[src/rtl/effective_addr_unit.sv]
// Effective address unit: base + sext(offset) computed one nibble per cycle
// through a 4-bit carry-lookahead slice, followed by alignment checking.

// One 4-bit carry-lookahead group.
module effective_addr_cla4 (
  input  logic [3:0] a,
  input  logic [3:0] b,
  input  logic       cin,
  output logic [3:0] sum,
  output logic       cout
);
  logic [3:0] p, g;
  logic       c1, c2, c3;

  assign p = a ^ b;
  assign g = a & b;

  assign c1   = g[0] | (p[0] & cin);
  assign c2   = g[1] | (p[1] & g[0]) | (p[1] & p[0] & cin);
  assign c3   = g[2] | (p[2] & g[1]) | (p[2] & p[1] & g[0])
              | (p[2] & p[1] & p[0] & cin);
  assign cout = g[3] | (p[3] & g[2]) | (p[3] & p[2] & g[1])
              | (p[3] & p[2] & p[1] & g[0]) | (p[3] & p[2] & p[1] & p[0] & cin);

  assign sum = p ^ {c3, c2, c1, cin};
endmodule

module effective_addr_unit #(
  parameter int ADDR_W = 32
) (
  input  logic              clk,
  input  logic              reset,
  input  logic              in_valid,
  output logic              in_ready,
  input  logic [ADDR_W-1:0] base,
  input  logic [15:0]       offset,
  input  logic [1:0]        size,
  output logic              out_valid,
  input  logic              out_ready,
  output logic [ADDR_W-1:0] addr,
  output logic [ADDR_W-1:0] aligned_addr,
  output logic              misaligned,
  output logic              carry_out
);
  localparam int NIBS  = ADDR_W / 4;
  localparam int NIB_W = (NIBS > 1) ? $clog2(NIBS) : 1;

  typedef enum logic [1:0] {IDLE = 2'd0, ADD = 2'd1, DONE = 2'd2} state_t;

  state_t            state;
  logic [ADDR_W-1:0] a_reg, b_reg, sum_reg, sum_next, aligned_reg, aligned_next;
  logic [ADDR_W-1:0] off_ext;
  logic [1:0]        size_reg;
  logic [NIB_W-1:0]  nib;
  logic              carry, co_reg, mis_reg, mis_next, last;
  logic [3:0]        nib_a, nib_b, nib_s;
  logic              nib_c;

  // Signed cast sign-extends (or truncates) the immediate to the address width.
  assign off_ext = ADDR_W'($signed(offset));

  assign nib_a = a_reg[{nib, 2'b00} +: 4];
  assign nib_b = b_reg[{nib, 2'b00} +: 4];
  assign last  = (nib == NIB_W'(NIBS - 1));

  effective_addr_cla4 u_cla (
    .a    (nib_a),
    .b    (nib_b),
    .cin  (carry),
    .sum  (nib_s),
    .cout (nib_c)
  );

  // Splice the freshly computed nibble into the running sum, and derive the
  // alignment results from that so the last group sees the completed address.
  always_comb begin
    sum_next = sum_reg;
    sum_next[{nib, 2'b00} +: 4] = nib_s;
    aligned_next = {sum_next[ADDR_W-1:2], sum_next[1] & ~size_reg[1],
                    sum_next[0] & (size_reg == 2'b00)};
    case (size_reg)
      2'b00:   mis_next = 1'b0;
      2'b01:   mis_next = sum_next[0];
      2'b10:   mis_next = |sum_next[1:0];
      default: mis_next = 1'b1;
    endcase
  end

  // Control FSM and datapath registers; reset wins over any handshake.
  always_ff @(posedge clk) begin
    if (reset) begin
      state       <= IDLE;
      nib         <= '0;
      carry       <= 1'b0;
      a_reg       <= '0;
      b_reg       <= '0;
      size_reg    <= 2'b00;
      sum_reg     <= '0;
      aligned_reg <= '0;
      mis_reg     <= 1'b0;
      co_reg      <= 1'b0;
    end else begin
      case (state)
        IDLE: begin
          if (in_valid) begin
            a_reg       <= base;
            b_reg       <= off_ext;
            size_reg    <= size;
            carry       <= 1'b0;
            nib         <= '0;
            sum_reg     <= '0;
            aligned_reg <= '0;
            mis_reg     <= 1'b0;
            co_reg      <= 1'b0;
            state       <= ADD;
          end
        end
        ADD: begin
          sum_reg <= sum_next;
          carry   <= nib_c;
          // Index returns to 0 after the top group so it never points past
          // the operand when the width is not a power-of-two nibble count.
          nib     <= last ? '0 : nib + 1'b1;
          if (last) begin
            co_reg      <= nib_c;
            mis_reg     <= mis_next;
            aligned_reg <= aligned_next;
            state       <= DONE;
          end
        end
        DONE: begin
          if (out_ready) state <= IDLE;
        end
        default: state <= IDLE;
      endcase
    end
  end

  assign in_ready     = (state == IDLE);
  assign out_valid    = (state == DONE);
  assign addr         = sum_reg;
  assign aligned_addr = aligned_reg;
  assign misaligned   = mis_reg;
  assign carry_out    = co_reg;
endmodule

[config.mk]
export PLATFORM = sky130hd
export DESIGN_NAME = effective_addr_unit
export DESIGN_NICKNAME = d
export VERILOG_FILES = /design/src/rtl/effective_addr_unit.sv
export SDC_FILE = /design/constraint.sdc
export NUM_CORES = 1
export LEC_CHECK = 0
export BUFFER_PORTS_ARGS = -buffer_cell sky130_fd_sc_hd__buf_2
export CAP_MARGIN = 20
export CORE_AREA = 2 2 105 107
export CTS_CLUSTER_SIZE = 25
export DETAILED_ROUTE_END_ITERATION = 7
export DIE_AREA = 0 0 107 109
export GPL_TIMING_DRIVEN = 0
export PLACE_DENSITY = 0.8
export SLEW_MARGIN = 25
export SYNTH_ARGS = -nofsm -noshare
export SYNTH_HDL_FRONTEND = slang
export SYNTH_HIERARCHICAL = 1
export SYNTH_SLANG_ARGS = --single-unit
[constraint.sdc]
create_clock -name clk -period 4.1 [get_ports clk]
set_input_delay 0.82 -clock clk [delete_from_list [all_inputs] [get_ports clk]]
set_output_delay 0.82 -clock clk [all_outputs]
set_load 0.02 [all_outputs]
# Word level (Yosys, flattened, before mapping)
# Cells that the tools add are included.
# totals
input_bits	54
mem_bits_rw	0
mem_bits_ro	0
regBits	122
output_inout_bits	68
latchBits	0
elab_cells	83
mem_count	0
# classes
n_mul	0
n_eq_ne	8
order_cmp	0
shift	4
addsub	2
div_mod_pow	0
n_bitwise	32
n_reduce_logical	8
mux	19
# ops
cell	n
$pmux W32 S2	2
$mux W32	2
$shiftx A32 B6 Y4	2
$bwmux W32	1
$shift A4 B7 Y32 const A	1
$shiftx A4 B7 Y32	1
$and A1 B1 Y1	18
$or A1 B1 Y1	10
$xor A4 B4 Y4	2
$neg A5 Y7	1
$mux W2	3
$mux W3	2
$pmux W1 S2	3
$pmux W2 S3	1
$pmux W3 S2	1
$reduce_and A3 Y1	2
$and A4 B4 Y4	1
$eq A2 B1 Y1 const B	2
$eq A2 B2 Y1 const B	2
$logic_not A2 Y1	2
$ne A2 B2 Y1 const B	2
$reduce_and A2 Y1	2
$add A3 B1 Y3 const B	1
$eq A3 B3 Y1 const B	1
other kinds (6)	8

# Longest topological paths before layout
# Gate-level depths: netlist of run 1.
# depth
ltp_word	13
mapped_depth	13
depth_no_buf	11

# By module
# Netlist of run 1, hierarchy kept.
# by_module_without_submodules
mod	n_inst	cells_each	area_per_inst_um2	seq_area_each_um2
effective_addr_unit	1	609	5362.6	2442.3
effective_addr_cla4	1	17	147.6	0.0

# Worst setup path before layout of run 1
# Ideal clock, no wire load.
# synth_path
path_kind	reg2reg
startpoint	reg nib[0]
endpoint	reg sum_reg[27] (netlist: addr[27])
t_required_ns	4.026
period_less_slack_ns	3.308
n_path_buf	2
stages_incl_launch_ff	14
setup_slack_ns	0.792
setup_time_ns	0.074
arrival_ns	3.234
cell_sequence	dfxtp_1 > buf_6 > buf_4 > mux4_2 > nand2_1 > nand2_1 > ha_1 > a21o_1 > a31o_1 > xor2_1 > nand2_1 > nor3_2 > or3b_1 > a31oi_1
# synth_between
word_cells_on_any_way	25
cone_classes	add/sub (1); shift (4); mux (2); bitwise (18)
# synth_rtl
element	line_no	rtl
from (decl)	54	logic [NIB_W-1:0] nib;
from (signal assigned)	123	nib <= last ? '0 : nib + 1'b1;
$shiftx A32 B6 Y4 *	62	assign nib_a = a_reg[{nib, 2'b00} +: 4];
via nib_a[0]	56	logic [3:0] nib_a, nib_b, nib_s;
$and A4 B4 Y4 or $xor A4 B4 Y4 (tied branches)	16, 15	
$and A1 B1 Y1 (on tied branches)	20, 21	
$or A1 B1 Y1 or $and A1 B1 Y1 (tied branches)	20, 21	
$or A1 B1 Y1 *	21	| (p[2] & p[1] & p[0] & cin);
$xor A4 B4 Y4 *	25	assign sum = p ^ {c3, c2, c1, cin};
via nib_s[3]	56	
$shiftx A4 B7 Y32 *	78	sum_next[{nib, 2'b00} +: 4] = nib_s;
$bwmux W32 *	78	
$pmux W32 S2 *	103	case (state)
to (signal assigned)	119	sum_reg <= sum_next;
to (decl)	51	logic [ADDR_W-1:0] a_reg, b_reg, sum_reg, sum_next, aligned_reg, aligned_next;
# Mark *: on every way through the listed nets, which the timed path passes. The rest lies on a longest branch.
# A chain may end at the register's enable or synchronous reset.

# Final worst setup path of run 1
# layout_path
startpoint	reg nib[1]
endpoint	reg sum_reg[27] (netlist: addr[27])
# Same word-level chain as after synthesis.

==> reports/qor.txt, run 1 <==
Post-synth EDFFs = 0
Mapped Avg Cell Area = 8.80 um2
DIE HEIGHT = 109 um
Synth Area in XOR/XNOR = 0.00477
Met1 WL = 6490 um
Wire length on met2 = 7560 um
Critical path endpoint category = register
Clock period minus worst slack = 3.87 ns
Top sig layer = met4
CP Buf/Inv Count = 2
Post-CTS resize count = 0
Post-CTS Hold Fix Bufs = 0
1st-pass router iterations = 5
Final hold vios = 0
Setup TNS = 0 ns
Worst-path clk slew = 0.06 ns
Kind of critical path = reg2reg
Post-synthesis simple-gate area fraction = 0.190
Sequential element share of the synthesized area = 0.443
PwrDens = 448 mW/mm2
Vias = 5,197
Routed Antenna Nets = 0
Drt total wl = 15,600 um
Largest family of logic cells by synthesized area = compound AO/OA/AOI/OAI gates
Post-synthesis cell type count = 55
Worst IR Drop VDD = 0.000297 V
IO Port Bufs = 121
Worst Path Arrival = 4.31 ns
RSZ-0062 raised after global routing = false
Syn-to-layout area delta = 25.4%
Global-route wire length before repair = 24,400 um
Latest clock arrival within the worst-skew pair = 0.52 ns
Hold Crit Class = reg2reg
Synthesized Nets = 692
DR WL met3 = 1160 um
CTS tree = yes
Crit path cell chain = buf_2 -> buf_2 -> mux4_2 -> nand2_1 -> nand2_1 -> ha_1 -> a21o_1 -> a31o_1 -> xor2_2 -> nand2_1 -> nor3_2 -> or3b_1 -> a31oi_1
# clock sinks = 122
Post-DP HPWL = 10,900 um
Slew Limit Headroom = 0.352
DR iter-0 viols = 434
Synth Area in Adders = 0.0286
CP top delay family = simple AND/OR/NAND/NOR gates
Worst-Margin Slew = 0.965 ns
Initial antenna violation count = 0
Root Driver = clkbuf_8
Cell taking the most area after synthesis = dfxtp_1
Top_reg_cell synth = dfxtp_1
Die width = 107 um
GRT Resource Usage Total = 0.272
Initial cell density of the core = 0.520
Number of remaining DRC errors = 0
Top cells by area, synth = dfxtp_1, nand2_1, a21oi_1, o2bb2ai_1, mux4_2
Top cell type's share of synthesized area = 0.443
Vias/cell = 5.66
CP Data Required Time = 4.54 ns
Post-synth top cells = nand2_1, dfxtp_1, a21oi_1, nand3_1, o2bb2ai_1
Cell count after synthesis = 626
Global route overflow = 0
CORE AREA = 0.0106 mm2
Synth Area in Compound Gates = 0.197
Postcts setup bufs = 0
Leak = 2.90 nW
Die area = 0.0117 mm2
Crit-path slowest cell = dfxtp_1
Filler cells = 848
Crit Path Max Fanout = 10
# setup viols final = 0
Worst setup slack after layout = 0.228 ns
Fmax = 0.258 GHz
Ys async rst share = 0
Final period util = 0.944
Count leader, synth = nand2_1
Worst setup SP type = register
Pin count of the biggest net entering global routing = 17
Rows = 38
DP Worst Slack = 0.152 ns
Most frequent CP cell = nand2_1
RD Place Congestion = 0.938
N_diodes = 0
Yosys warnings = 6
Routed WL per cell = 17.0 um
CTS max path bufs = 2
Synth Cell Area = 0.00551 mm2
H-tree Lvls = 4
Ports = 122
Number of global-route vias before repair = 5,045
Max_cap viols = 0
Clock buffer count from CTS = 17
Outcome = finished clean
Seq cells post-synth = 122
CP max stage delay = 0.48 ns
Nets = 832
Clk_skew = 0.00811 ns
Post-synthesis mux area share = 0.0870
Layout cell share with drive strength beyond 1 = 0.270
Final Max Slew Viols = 0
[metal layers]
metal / vias to the layer above / track usage
met3: 38 / 0.0663
met1: 2442 / 0.328
met4: 0 / 0.119
met5: - / 0
met2: 241 / 0.464
li1: 2476 / -
[layout make-up]
class	count	area, um2	share of cell area
Clock inverter	6	109	0.0157
Clock buffer	25	504	0.0730
Inverter	10	37.5	0.00543
Multi-Input combinational cell	448	2800	0.406
Buffer	46	234	0.0339
Tap cell	140	175	0.0253
Sequential cell	122	2440	0.353
Timing Repair Buffer	121	606	0.0876
[where the power goes]
part           total (W)  switching [W]  internal, W
combinational   0.000320       0.000206     0.000114
clock            0.00154       0.000518      0.00102
sequential       0.00124      0.0000216      0.00122
[logic make-up after synthesis]
kind of cell	after synthesis
and+or+nand+nor	234
adders and majority gates	12
muxes	33
DFF	122
AOI/OAI and AO/OA	166
buffers and inverters	56
xor gates and xnor gates	3
[placed cells by master (no fill, tap or decap), types with 2 or more instances in the layout]
| master | instances |
|---|---|
| o21ai_0 | 7 |
| a21oi_1 | 87 |
| nand2_1 | 151 |
| mux4_2 | 11 |
| or2_2 | 2 |
| a31oi_1 | 3 |
| ha_1 | 11 |
| a21o_1 | 8 |
| a22o_1 | 3 |
| o311ai_2 | 2 |
| clkbuf_8 | 7 |
| clkinv_2 | 2 |
| a211oi_1 | 2 |
| dfxtp_1 | 122 |
| o21a_1 | 8 |
| nor2b_1 | 2 |
| and2_1 | 5 |
| buf_6 | 4 |
| o21ai_1 | 4 |
| nand2b_1 | 3 |
| nor3b_2 | 2 |
| mux2_1 | 2 |
| nor2_1 | 19 |
| nand3_1 | 35 |
| buf_2 | 143 |
| mux2_2 | 7 |
| clkbuf_1 | 21 |
| nor3_1 | 3 |
| xnor2_1 | 2 |
| o2bb2ai_1 | 30 |
| mux2i_1 | 13 |
| a22oi_1 | 4 |
| bufinv_16 | 3 |
| inv_1 | 9 |
| clkbuf_16 | 16 |
[path summary, 6_finish.rpt]
kind / from / to / slack, ns / depth (start not counted)
worst min register to register: a_reg[5]$_SDFFE_PP0P_ / a_reg[5]$_SDFFE_PP0P_ / 0.45 / 2
worst min-delay path: a_reg[5]$_SDFFE_PP0P_ / a_reg[5]$_SDFFE_PP0P_ / 0.45 / 2
worst max-delay path: nib[1]$_SDFFE_PP0P_ / addr[27]$_SDFFE_PP0P_ / 0.23 / 13
worst max register to register: nib[1]$_SDFFE_PP0P_ / addr[27]$_SDFFE_PP0P_ / 0.23 / 13
[worst min-delay path, cell delays in order, from the launching register on]
cell     delay, ns
dfxtp_1       0.30
nand2_1       0.05
a21oi_1       0.05
[through the flow]
stage               hold WS (ns)  cells  total power (W)   util  instance area, um2
floorplan                  0.433    626          0.00147      -                5510
global route               0.471    918          0.00319  0.652                6910
CTS                        0.455    918          0.00310  0.651                6900
global placement           0.440    887          0.00156  0.593                6290
detailed placement         0.442    887          0.00157  0.593                6290
finish                     0.452    918          0.00310  0.652                6910
No activity file was read; power rests on OpenSTA's default activity.
==> run 2, diff against run 1 <==
--- a/config.mk
+++ b/config.mk
@@ -5,12 +5,13 @@
 export SDC_FILE = /design/constraint.sdc
 export NUM_CORES = 1
 export LEC_CHECK = 0
+export ABC_AREA = 1
 export BUFFER_PORTS_ARGS = -buffer_cell sky130_fd_sc_hd__buf_2
 export CAP_MARGIN = 20
-export CORE_AREA = 2 2 105 107
+export CORE_AREA = 2 2 103 105
 export CTS_CLUSTER_SIZE = 25
 export DETAILED_ROUTE_END_ITERATION = 7
-export DIE_AREA = 0 0 107 109
+export DIE_AREA = 0 0 105 107
 export GPL_TIMING_DRIVEN = 0
 export PLACE_DENSITY = 0.8
 export SLEW_MARGIN = 25
==> reports/qor.txt, run 2 <==
Outcome = finished clean (unchanged)
Post-synth top cells = dfxtp_1, nor2_1, a21oi_1, o21ai_0, nand2_1 (was nand2_1, dfxtp_1, a21oi_1, nand3_1, o2bb2ai_1)
Sequential element share of the synthesized area = 0.461 (was 0.443)
Initial antenna violation count = 0 (unchanged)
Worst-path clk slew = 0.06 ns (about the same)
Ports = 122 (unchanged)
Seq cells post-synth = 122 (unchanged)
Worst-Margin Slew = 0.780 ns (was 0.965 ns)
Reg-to-reg startpoint = nib[0]$_SDFFE_PP0P_ (was nib[1]$_SDFFE_PP0P_)
Number of global-route vias before repair = 5,020 (was 5,045)
CTS max path bufs = 2 (unchanged)
RSZ-0062 raised after global routing = false (unchanged)
Sequential share of power = 0.388 (was 0.401)
Post-CTS Hold Fix Bufs = 0 (unchanged)
Latest clock arrival within the worst-skew pair = 0.52 ns (about the same)
Worst Hold End = b_reg[9]$_SDFFE_PP0P_ (was a_reg[5]$_SDFFE_PP0P_)
Final hold vios = 0 (unchanged)
Clock power share = 0.461 (was 0.496)
Clk_skew = 0.00627 ns (was 0.00811 ns)
FF-to-FF path depth = 14 (was 13)
Filler cells = 909 (was 848)
Yosys warnings = 6 (unchanged)
Hold path depth = 2 (unchanged)
Die area = 0.0112 mm2 (was 0.0117 mm2)
Hold Crit Class = reg2reg (unchanged)
Synth Cell Area = 0.00530 mm2 (was 0.00551 mm2)
Syn-to-layout area delta = 26.1% (was 25.4%)
Cell count after synthesis = 721 (was 626)
Commonest cells after routing, fill and taps aside = buf_2, nor2_1, dfxtp_1 (was nand2_1, buf_2, dfxtp_1)
CORE AREA = 0.0101 mm2 (was 0.0106 mm2)
Fmax = 0.298 GHz (was 0.258 GHz)
Root Driver = clkbuf_8 (unchanged)
Reg2reg setup slack = 0.75 ns (was 0.23 ns)
Initial cell density of the core = 0.525 (was 0.520)
Postcts setup bufs = 0 (unchanged)
Routed Antenna Nets = 0 (unchanged)
CP Data Required Time = 4.55 ns (was 4.54 ns)
Ys async rst share = 0 (unchanged)
Internal Pwr Total = 0.00242 W (was 0.00235 W)
Worst IR Drop VDD = 0.000247 V (was 0.000297 V)
Drt total wl = 14,900 um (was 15,600 um)
H-tree Lvls = 4 (unchanged)
DR iter-0 viols = 396 (was 434)
Pin count of the biggest net entering global routing = 17 (unchanged)
Cell taking the most area after synthesis = dfxtp_1 (unchanged)
CP max stage delay = 0.48 ns (about the same)
Final Max Slew Viols = 0 (unchanged)
# setup viols final = 0 (unchanged)
IO Port Bufs = 121 (unchanged)
Net Switching = 0.000914 W (was 0.000745 W)
DIE HEIGHT = 107 um (was 109 um)
Number of remaining DRC errors = 0 (unchanged)
Max_cap viols = 0 (unchanged)
Crit-path slowest cell = xnor2_1 (was dfxtp_1)
Top_reg_cell synth = dfxtp_1 (unchanged)
Post-synth EDFFs = 0 (unchanged)
Vias/cell = 5.41 (was 5.66)
Crit path cell chain = buf_2 -> inv_1 -> clkbuf_1 -> o21ai_0 -> o22ai_1 -> nand2_1 -> nand2_1 -> inv_1 -> fa_1 -> xnor2_1 -> nand3_1 -> a21oi_1 -> o21ai_1 -> a21oi_1 (was buf_2 -> buf_2 -> mux4_2 -> nand2_1 -> nand2_1 -> ha_1 -> a21o_1 -> a31o_1 -> xor2_2 -> nand2_1 -> nor3_2 -> or3b_1 -> a31oi_1)
Slew Limit Headroom = 0.480 (was 0.352)
Setup TNS = 0 ns (unchanged)
1st-pass router iterations = 5 (unchanged)
Rows = 37 (was 38)
R2R Path End = addr[25]$_SDFFE_PP0P_ (was addr[27]$_SDFFE_PP0P_)
Final period util = 0.818 (was 0.944)
CTS tree = yes (unchanged)
Routed WL per cell = 14.8 um (was 17.0 um)
GRT Resource Usage Total = 0.268 (was 0.272)
CP top delay family = compound AO/OA/AOI/OAI gates (was simple AND/OR/NAND/NOR gates)
Clock buffer count from CTS = 17 (unchanged)
Nets = 927 (was 832)
Switching Share = 0.274 (was 0.241)
Clock period minus worst slack = 3.35 ns (was 3.87 ns)
Fin area = 0.00668 mm2 (was 0.00691 mm2)
Placement Cell Area = 0.00607 mm2 (was 0.00629 mm2)
Post-CTS resize count = 0 (unchanged)
Layout cell share with drive strength beyond 1 = 0.213 (was 0.270)
N_diodes = 0 (unchanged)
PwrDens = 499 mW/mm2 (was 448 mW/mm2)
RD Place Congestion = 0.955 (was 0.938)
CP Buf/Inv Count = 4 (was 2)
Post-DP HPWL = 10,600 um (was 10,900 um)
Min-delay src = b_reg[9]$_SDFFE_PP0P_ (was a_reg[5]$_SDFFE_PP0P_)
Global-route wire length before repair = 24,000 um (was 24,400 um)
Kind of critical path = reg2reg (unchanged)
Gate power share = 0.151 (was 0.103)
Top cell type's share of synthesized area = 0.461 (was 0.443)
Worst Path Arrival = 3.80 ns (was 4.31 ns)
Crit Path Max Fanout = 10 (unchanged)
Global route overflow = 0 (unchanged)
Most common cell after layout, fill and taps aside = buf_2 (was nand2_1)
Mapped Avg Cell Area = 7.35 um2 (was 8.80 um2)
Die width = 105 um (was 107 um)
# clock sinks = 122 (unchanged)
Leak = 2.98 nW (was 2.90 nW)
Top cells by area, synth = dfxtp_1, a21oi_1, nor2_1, o21ai_0, nand2_1 (was dfxtp_1, nand2_1, a21oi_1, o2bb2ai_1, mux4_2)
Critical path endpoint category = register (unchanged)
Vias = 5,463 (was 5,197)
Synthesized Nets = 787 (was 692)
Post-synthesis cell type count = 29 (was 55)
Worst setup SP type = register (unchanged)
-- run 2: changes by cell type after synthesis, sizes merged, moves of 13 or more --
cell	previous run	this run
o21ai	11	128
nor2	19	127
nand2	151	89
o2bb2ai	30	0
inv	9	37
a21oi	87	105
mux2i	13	0
-- run 2: how the worst max path moves through the flow --
stage / start / end / slack (ns) / cells after the start
after floorplan: nib[0]$_SDFFE_PP0P_ / addr[5]$_SDFFE_PP0P_ / 1.59 / 14
after global placement: nib[0]$_SDFFE_PP0P_ / aligned_addr[5]$_SDFFE_PP0P_ / 0.92 / 14
after detailed placement: nib[0]$_SDFFE_PP0P_ / addr[25]$_SDFFE_PP0P_ / 0.89 / 14
after CTS: nib[0]$_SDFFE_PP0P_ / addr[25]$_SDFFE_PP0P_ / 0.85 / 14
after global routing: nib[0]$_SDFFE_PP0P_ / addr[5]$_SDFFE_PP0P_ / 0.56 / 14
final: nib[0]$_SDFFE_PP0P_ / addr[25]$_SDFFE_PP0P_ / 0.75 / 14
-- run 2: per-stage QoR --
step                 util  cells  power [W]  hold slack [ns]  worst slack (ns)
finish              0.662   1010    0.00333            0.452             0.747
global route        0.662   1010    0.00346            0.461             0.557
CTS                 0.662   1010    0.00332            0.450             0.849
detailed placement  0.602    978    0.00181            0.443             0.893
global placement    0.602    978    0.00180            0.435             0.915
floorplan               -    721    0.00165            0.425              1.59
-- run 2: routing by layer --
layer / vias up / track usage / share of wire
li1: 2713 / - / -
met1: 2486 / 0.335 / 0.43
met2: 229 / 0.455 / 0.47
met3: 35 / 0.0547 / 0.071
met4: 0 / 0.105 / 0.023
met5: - / 0 / 0
-- run 2: power by group through the flow --
stage / logic [W] / clock network [W] / registers (W)
floorplan: 0.000310 / 0 / 0.00134
global placement: 0.000480 / 0 / 0.00132
detailed placement: 0.000489 / 0 / 0.00132
CTS: 0.000497 / 0.00153 / 0.00129
global route: 0.000561 / 0.00159 / 0.00130
finish: 0.000503 / 0.00154 / 0.00129
-- run 2: kinds of logic (layout without fill, tap and decap cells) --
kind of cell | after synthesis | in the layout | synth area share
compound gates | 247 | 247 | 0.240
xor+xnor | 1 | 1 | 0.00165
fa+ha+maj | 12 | 12 | 0.0298
buf+inv | 82 | 235 | 0.0673
flops | 122 | 122 | 0.461
simple gates | 257 | 257 | 0.200
-- run 2: worst register-to-register path, delay by kind of cell (launching register included) --
kind / cells / cell delay (ns)
fa+ha+maj: 1 / 0.44
flops: 1 / 0.34
buf+inv: 4 / 0.78
xor+xnor: 1 / 0.48
simple gates: 3 / 0.41
compound gates: 5 / 0.84
-- run 2: area by class of cell --
type / count / area [um2] / share of cell area
Sequential cell: 122 / 2440 / 0.365
Multi-Input combinational cell: 517 / 2500 / 0.374
Clock buffer: 20 / 435 / 0.0652
Inverter: 37 / 139 / 0.0208
Clock inverter: 12 / 173 / 0.0258
Timing Repair Buffer: 121 / 606 / 0.0906
Tap cell: 136 / 170 / 0.0255
Buffer: 45 / 218 / 0.0326
